`src/rtl/ps2_mouse_rx_if.sv`:
```
// Bundles the PS/2 line inputs and the decoded packet outputs of ps2_mouse_rx.
// slave = receiver side, master = the environment driving the lines and reading packets.
interface ps2_mouse_rx_if;
  logic        PS2_CLK;
  logic        PS2_DAT;
  logic [31:0] x_displacement;
  logic [31:0] y_displacement;
  logic [2:0]  buttons;
  logic        packet_valid;
  logic        frame_err;

  modport master (
    output PS2_CLK,
    output PS2_DAT,
    input  x_displacement,
    input  y_displacement,
    input  buttons,
    input  packet_valid,
    input  frame_err
  );

  modport slave (
    input  PS2_CLK,
    input  PS2_DAT,
    output x_displacement,
    output y_displacement,
    output buttons,
    output packet_valid,
    output frame_err
  );
endinterface

```
`src/rtl/ps2_mouse_rx.sv`:
```
// PS/2 mouse stream-mode receiver: line conditioning, 11-bit frame FSM, 3-byte packet decode.
// Optional odd-parity enforcement is enabled by defining PS2_PARITY_CHECK_EN.
//
// state    | meaning
// ---------+------------------------------------------------------
// S_IDLE   | waiting for a start bit (sampled 0)
// S_DATA   | shifting in 8 data bits, LSB first
// S_PARITY | capturing the parity bit
// S_STOP   | checking the stop bit, accepting or rejecting the byte
module ps2_mouse_rx #(
  parameter int FILTER_LEN     = 8,
  parameter int TIMEOUT_CYCLES = 50000
) (
  input  logic           Clk,
  input  logic           Reset,
  ps2_mouse_rx_if.slave  bus
);

  localparam int FLT_W = (FILTER_LEN > 1) ? $clog2(FILTER_LEN) : 1;
  localparam int TO_W  = $clog2(TIMEOUT_CYCLES + 1);
  localparam logic [FLT_W-1:0] FLT_LOAD = FLT_W'(FILTER_LEN - 1);
  localparam logic [TO_W-1:0]  TO_LOAD  = TO_W'(TIMEOUT_CYCLES - 1);

  typedef enum logic [1:0] {
    S_IDLE   = 2'd0,
    S_DATA   = 2'd1,
    S_PARITY = 2'd2,
    S_STOP   = 2'd3
  } state_t;

  logic [1:0]       clk_sync;
  logic [1:0]       dat_sync;
  logic             ps2_clk_s;
  logic             ps2_dat_s;
  logic             clk_flt;
  logic [FLT_W-1:0] flt_cnt;
  logic             flt_accept;
  logic             fall_edge;

  state_t           state;
  logic [2:0]       bit_cnt;
  logic [7:0]       shift_reg;
  logic             par_bit;
  logic [1:0]       byte_idx;
  logic [2:0]       btn_hdr;
  logic             x_sgn;
  logic             y_sgn;
  logic             x_ovf;
  logic             y_ovf;
  logic [7:0]       x_mag;
  logic [TO_W-1:0]  to_cnt;
  logic             timer_active;
  logic             parity_ok;

  logic signed [9:0] x_val;
  logic signed [9:0] y_raw;
  logic signed [9:0] y_val;
  logic [7:0]        x_res;
  logic [7:0]        y_res;

  always_ff @(posedge Clk or negedge Reset) begin
    if (!Reset) begin
      clk_sync <= 2'b11;
      dat_sync <= 2'b11;
    end else begin
      clk_sync <= {clk_sync[0], bus.PS2_CLK};
      dat_sync <= {dat_sync[0], bus.PS2_DAT};
    end
  end

  assign ps2_clk_s = clk_sync[1];
  assign ps2_dat_s = dat_sync[1];

  // A new clock level is accepted on the FILTER_LEN-th consecutive differing sample.
  assign flt_accept = (ps2_clk_s != clk_flt) && (flt_cnt == '0);
  assign fall_edge  = flt_accept && !ps2_clk_s;

  always_ff @(posedge Clk or negedge Reset) begin
    if (!Reset) begin
      clk_flt <= 1'b1;
      flt_cnt <= FLT_LOAD;
    end else if (ps2_clk_s == clk_flt) begin
      flt_cnt <= FLT_LOAD;
    end else if (flt_cnt == '0) begin
      clk_flt <= ps2_clk_s;
      flt_cnt <= FLT_LOAD;
    end else begin
      flt_cnt <= flt_cnt - 1'b1;
    end
  end

`ifdef PS2_PARITY_CHECK_EN
  assign parity_ok = ^{shift_reg, par_bit};
`else
  logic par_unused;
  assign par_unused = par_bit;
  assign parity_ok  = 1'b1;
`endif

  function automatic logic [7:0] clamp_s8(input logic signed [9:0] v,
                                          input logic ovf,
                                          input logic neg);
    logic [7:0] r;
    if (ovf)
      r = neg ? 8'h81 : 8'h7F;
    else if (v > 10'sd127)
      r = 8'h7F;
    else if (v < -10'sd127)
      r = 8'h81;
    else
      r = v[7:0];
    return r;
  endfunction

  // PS/2 reports Y up-positive; the cursor block wants screen-down positive.
  always_comb begin
    x_val = {x_sgn, x_sgn, x_mag};
    y_raw = {y_sgn, y_sgn, shift_reg};
    y_val = 10'sd0 - y_raw;
    x_res = clamp_s8(x_val, x_ovf, x_sgn);
    y_res = clamp_s8(y_val, y_ovf, ~y_sgn);
  end

  assign timer_active = (state != S_IDLE) || (byte_idx != 2'd0);

  always_ff @(posedge Clk or negedge Reset) begin
    if (!Reset) begin
      state              <= S_IDLE;
      bit_cnt            <= 3'd0;
      shift_reg          <= 8'd0;
      par_bit            <= 1'b0;
      byte_idx           <= 2'd0;
      btn_hdr            <= 3'd0;
      x_sgn              <= 1'b0;
      y_sgn              <= 1'b0;
      x_ovf              <= 1'b0;
      y_ovf              <= 1'b0;
      x_mag              <= 8'd0;
      to_cnt             <= TO_LOAD;
      bus.x_displacement <= 32'd0;
      bus.y_displacement <= 32'd0;
      bus.buttons        <= 3'd0;
      bus.packet_valid   <= 1'b0;
      bus.frame_err      <= 1'b0;
    end else begin
      bus.packet_valid <= 1'b0;
      bus.frame_err    <= 1'b0;
      if (fall_edge) begin
        to_cnt <= TO_LOAD;
        case (state)
          S_IDLE: begin
            if (!ps2_dat_s) begin
              state   <= S_DATA;
              bit_cnt <= 3'd0;
            end
          end
          S_DATA: begin
            shift_reg <= {ps2_dat_s, shift_reg[7:1]};
            bit_cnt   <= bit_cnt + 3'd1;
            if (bit_cnt == 3'd7)
              state <= S_PARITY;
          end
          S_PARITY: begin
            par_bit <= ps2_dat_s;
            state   <= S_STOP;
          end
          S_STOP: begin
            state <= S_IDLE;
            if (ps2_dat_s && parity_ok) begin
              case (byte_idx)
                2'd0: begin
                  // Bit 3 is always set in a header; anything else is dropped to resync.
                  if (shift_reg[3]) begin
                    btn_hdr  <= shift_reg[2:0];
                    x_sgn    <= shift_reg[4];
                    y_sgn    <= shift_reg[5];
                    x_ovf    <= shift_reg[6];
                    y_ovf    <= shift_reg[7];
                    byte_idx <= 2'd1;
                  end
                end
                2'd1: begin
                  x_mag    <= shift_reg;
                  byte_idx <= 2'd2;
                end
                default: begin
                  bus.x_displacement <= {24'd0, x_res};
                  bus.y_displacement <= {24'd0, y_res};
                  bus.buttons        <= btn_hdr;
                  bus.packet_valid   <= 1'b1;
                  byte_idx           <= 2'd0;
                end
              endcase
            end else begin
              bus.frame_err <= 1'b1;
              byte_idx      <= 2'd0;
            end
          end
          default: state <= S_IDLE;
        endcase
      end else if (timer_active) begin
        if (to_cnt == '0) begin
          state         <= S_IDLE;
          byte_idx      <= 2'd0;
          bus.frame_err <= 1'b1;
          to_cnt        <= TO_LOAD;
        end else begin
          to_cnt <= to_cnt - 1'b1;
        end
      end else begin
        to_cnt <= TO_LOAD;
      end
    end
  end

endmodule

```
`src/flat_wrapper.sv`:
```
// flat-port wrapper written by rule: the top's interface ports become plain ports
module ps2_mouse_rx_flat 
#(
  parameter int FILTER_LEN     = 8,
  parameter int TIMEOUT_CYCLES = 50000
)
  (Clk, Reset, bus_PS2_CLK, bus_PS2_DAT, bus_x_displacement, bus_y_displacement, bus_buttons, bus_packet_valid, bus_frame_err);
  ps2_mouse_rx_if bus_i ();
  input  logic Clk;
  input  logic Reset;
  input wire logic [$bits(bus_i.PS2_CLK)-1:0] bus_PS2_CLK;
  input wire logic [$bits(bus_i.PS2_DAT)-1:0] bus_PS2_DAT;
  output wire logic [$bits(bus_i.x_displacement)-1:0] bus_x_displacement;
  output wire logic [$bits(bus_i.y_displacement)-1:0] bus_y_displacement;
  output wire logic [$bits(bus_i.buttons)-1:0] bus_buttons;
  output wire logic [$bits(bus_i.packet_valid)-1:0] bus_packet_valid;
  output wire logic [$bits(bus_i.frame_err)-1:0] bus_frame_err;
  assign bus_i.PS2_CLK = bus_PS2_CLK;
  assign bus_i.PS2_DAT = bus_PS2_DAT;
  assign bus_x_displacement = bus_i.x_displacement;
  assign bus_y_displacement = bus_i.y_displacement;
  assign bus_buttons = bus_i.buttons;
  assign bus_packet_valid = bus_i.packet_valid;
  assign bus_frame_err = bus_i.frame_err;
  ps2_mouse_rx #(.FILTER_LEN(FILTER_LEN), .TIMEOUT_CYCLES(TIMEOUT_CYCLES)) u_core (.Clk(Clk), .Reset(Reset), .bus(bus_i));
endmodule
```
`config.mk`:
```
export PLATFORM = sky130hd
export DESIGN_NAME = ps2_mouse_rx_flat
export DESIGN_NICKNAME = d
export VERILOG_FILES = /design/src/rtl/ps2_mouse_rx_if.sv /design/src/rtl/ps2_mouse_rx.sv /design/src/flat_wrapper.sv
export SDC_FILE = /design/constraint.sdc
export NUM_CORES = 1
export LEC_CHECK = 0
export ABC_CLOCK_PERIOD_IN_PS = 2650
export CORE_ASPECT_RATIO = 1.2
export CORE_UTILIZATION = 54
export CTS_BUF_LIST = sky130_fd_sc_hd__clkbuf_8
export DETAILED_ROUTE_END_ITERATION = 10
export PLACE_DENSITY = 0.89
export SYNTH_ARGS = -nofsm -noshare
export SYNTH_HDL_FRONTEND = slang
export SYNTH_SLANG_ARGS = --single-unit
```
`constraint.sdc`:
```
create_clock -name Clk -period 2.65 [get_ports Clk]
set_clock_uncertainty 0.05 [all_clocks]
set_input_delay 0.265 -clock Clk [delete_from_list [all_inputs] [get_ports Clk]]
set_output_delay 0.265 -clock Clk [all_outputs]
set_load 0.02 [all_outputs]
```
==> flow_metrics.env <==
export IMPL_drv_slew=0
export IMPL_power_density_nw_per_um2=557.9
export IMPL_fmax_mhz=426.8
export IMPL_netlist_area_um2=3986
export IMPL_crit_chain="inv_1 > ha_1 > and4bb_2 > nand3_1 > nor4b_4 > mux2_2"
export IMPL_cts_setup_buffers=0
export IMPL_clkPwrFrac_pct=44.3
export IMPL_grt_pass1_wl_mm=12.49
export IMPL_async_reset_ff_share_pct=100.0
export IMPL_hold_viol_final=0
export IMPL_avgViaCountPerCell=5.408
export IMPL_synth_distinct_cells=56
export IMPL_yosysSeqAreaShare_pct=47.61
export IMPL_row_count=33
export IMPL_cp_start_kind="register"
export IMPL_rsz0062_at_grt="false"
export IMPL_relSlewSlack_pct=59.11
export IMPL_postRouteAntennaNets=0
export IMPL_cpLargestDelayFamily="simple AND/OR/NAND/NOR gates"
export IMPL_wl_per_cell_um=14.62
export IMPL_root_buffer="clkbuf_8"
export IMPL_worst_slew_pin_transition_ns=0.6107
export IMPL_finalSetupViolCount=0
export IMPL_path_buf_inv=1
export IMPL_gp_congestion=0.9091
export IMPL_critical_path_class="reg2reg"
export IMPL_status="completed"
export IMPL_post_route_min_period_ns=2.343
export IMPL_switching_share_pct=24.01
export IMPL_portBuffers=24
export IMPL_end_kind="register"
export IMPL_ys_flop_type="dfrtp_1"
export IMPL_syn_avg_cell_area_um2=10.35
export IMPL_p_switching_uw=586.7
export IMPL_synth_seq_cells=75
export IMPL_cts_num_sinks=75
export IMPL_required_ns=2.85
export IMPL_final_util_pct=62.76
export IMPL_regMostFlops="u_core.to_cnt"
export IMPL_ff_latch_area_um2=1898
export IMPL_synth_edf_count=0
export IMPL_setup_tns_final_ns=0
export IMPL_antenna_cells=0
export IMPL_synth_top_area_share_pct=36.41
export IMPL_slowest_delay_ns=0.58
export IMPL_cts_tree="built"
export IMPL_synth_largest_area_cell="dfrtp_1"
export IMPL_arrival_ns=2.54
export IMPL_leakage_uw=0.001998
export IMPL_clock_latency_ns=0.36
export IMPL_post_route_drc_count=0
export IMPL_h_tree_depth=3
export IMPL_netlist_instances=385
export IMPL_die_area_um2=7731
export IMPL_pwr_share_comb_pct=6.3
export IMPL_core_area_um2=6978
export IMPL_io_pins=73
export IMPL_final_nets=428
export IMPL_crit_path_max_fanout=11
export IMPL_die_h_um=96.12
export IMPL_p_seq_share_pct=49.4
export IMPL_syn2layout_area_growth_pct=9.856
export IMPL_grt_usage_pct=21.69
export IMPL_min_period_over_period_pct=88.41
export IMPL_hold_path_class="in2reg"
export IMPL_vdd_drop_max_v=0.0003409
export IMPL_finalWirelength_mm=7.384
export IMPL_crit_slowest_cell="nor4b_4"
export IMPL_synth_area_leaders="dfrtp_1 (36%), dfstp_2 (11%), buf_4 (9.2%), mux2_2 (5.6%), nand2_1 (3.8%)"
export IMPL_fillers=533
export IMPL_cts_buffers=9
export IMPL_multi_input_area_um2=1755
export IMPL_ys_warn_count=0
export IMPL_initial_utilization_pct=57.13
export IMPL_largest_reg_flops=16
export IMPL_cts_resized_gates=0
export IMPL_p_int_uw=1856
export IMPL_drive_gt1_share_pct=18.18
export IMPL_grt_ovfl_total=0
export IMPL_grt_start_max_net_pins=34
export IMPL_drv_cap=0
export IMPL_cts_buffer_depth=2
export IMPL_clk_pin_slew_ns=0.08
export IMPL_antenna_found_initial=0
export IMPL_drt_iter0_drc=153
export IMPL_num_vias=2731
export IMPL_firstDrtPassIters=4
export IMPL_die_w_um=80.43
export IMPL_first_global_vias=2591
export IMPL_dp_hpwl_mm=5.017
[worst paths after layout]
kind	from	endpoint	slack, ns	cells past startpoint
setup / recovery	u_core.flt_cnt[0]	u_core.btn_hdr[0]	0.31	6
hold / removal	bus_PS2_DAT	u_core.dat_sync[0]	0.25	1
setup reg to reg	u_core.flt_cnt[0]	u_core.btn_hdr[0]	0.31	6
hold reg to reg	u_core.dat_sync[0]	u_core.dat_sync[1]	0.31	0
max in group asynchronous	Reset	u_core.to_cnt[3]	1.42	3
min in group asynchronous	Reset	u_core.to_cnt[10]	0.33	2
[synth_stat cells (all sizes together), types with 5 or more instances]
master  number
o21ai       17
nand2       40
mux2        20
nor2        29
or4          5
inv         18
a21oi       17
xnor2       10
buf         56
dfrtp       58
dfstp       17
ha          11
nor3        11
clkbuf       6
o22a         5
nand3        5
xor2         6
[per-layer routing]
metal  share of wire (%)  track usage [%]  routed length [um]  vias up
li1                    -                -                   -     1273
met1                  39            26.00                2903     1341
met2                  54            36.16                3957       97
met3                 4.3            4.550                 317       20
met4                 2.8            12.20                 206        0
met5                   0                0                   0        -
[kinds of logic after synthesis]
| kind of cell | Yosys count | share of synthesized area (%) |
|---|---|---|
| simple gates | 115 | 16.16 |
| buf+inv | 81 | 12.77 |
| flops | 75 | 47.61 |
| compound gates | 65 | 10.48 |
| mux | 21 | 5.901 |
| xor+xnor | 16 | 3.515 |
| fa+ha+maj | 11 | 3.453 |
| other cells | 1 | 0.09407 |
[power by group through the flow]
stage	Clock, uW	Sequential, uW	Combinational (uW)
2_1_floorplan	0	1220	168
3_3_place_gp	0	1220	147
3_5_place_dp	0	1230	153
4_1_cts	1090	1210	155
5_1_grt	1150	1210	179
6_report	1080	1210	153
[layout by cell type (no fill, tap or decap), drive strengths merged, types with 5 or more instances in the layout]
cell type       n
clkdlybuf4s50  23
ha             11
nor2           29
nand2          40
or4             5
conb           48
xor2            6
o22a            5
buf             8
xnor2          10
a21oi          17
dfstp          17
o21ai          17
dfrtp          58
nand3           5
mux2           20
nor3           11
clkbuf          9
inv            19
[metrics by stage]
stage               hold slack [ns]  setup slack, ns  instance area [um^2]  instances  power [uW]
CTS                          0.2466           0.2889                  4379        505        2456
finish                       0.2534           0.3072                  4379        505        2443
global placement             0.1786           0.4416                  4121        488        1372
detailed placement           0.1811           0.3447                  4121        488        1382
floorplan                  -0.08059           0.7176                  4163        432        1391
global route                 0.2551           0.1310                  4379        505        2539
[layout make-up]
| class | count | area share, % |
|---|---|---|
| clock buffer | 9 | 2.829 |
| sequential | 75 | 43.34 |
| tap | 87 | 2.486 |
| inverter | 19 | 1.629 |
| multi-input combinational | 276 | 40.09 |
| clock inverter | 7 | 2.829 |
| timing repair buffer | 32 | 6.800 |
[what timing repair did]
action                     4_1_cts  5_1_grt
setup endpoints to repair        0        0
hold buffers                     1        0
hold endpoints to repair         8        0
No activity file was read; power rests on OpenSTA's default activity.
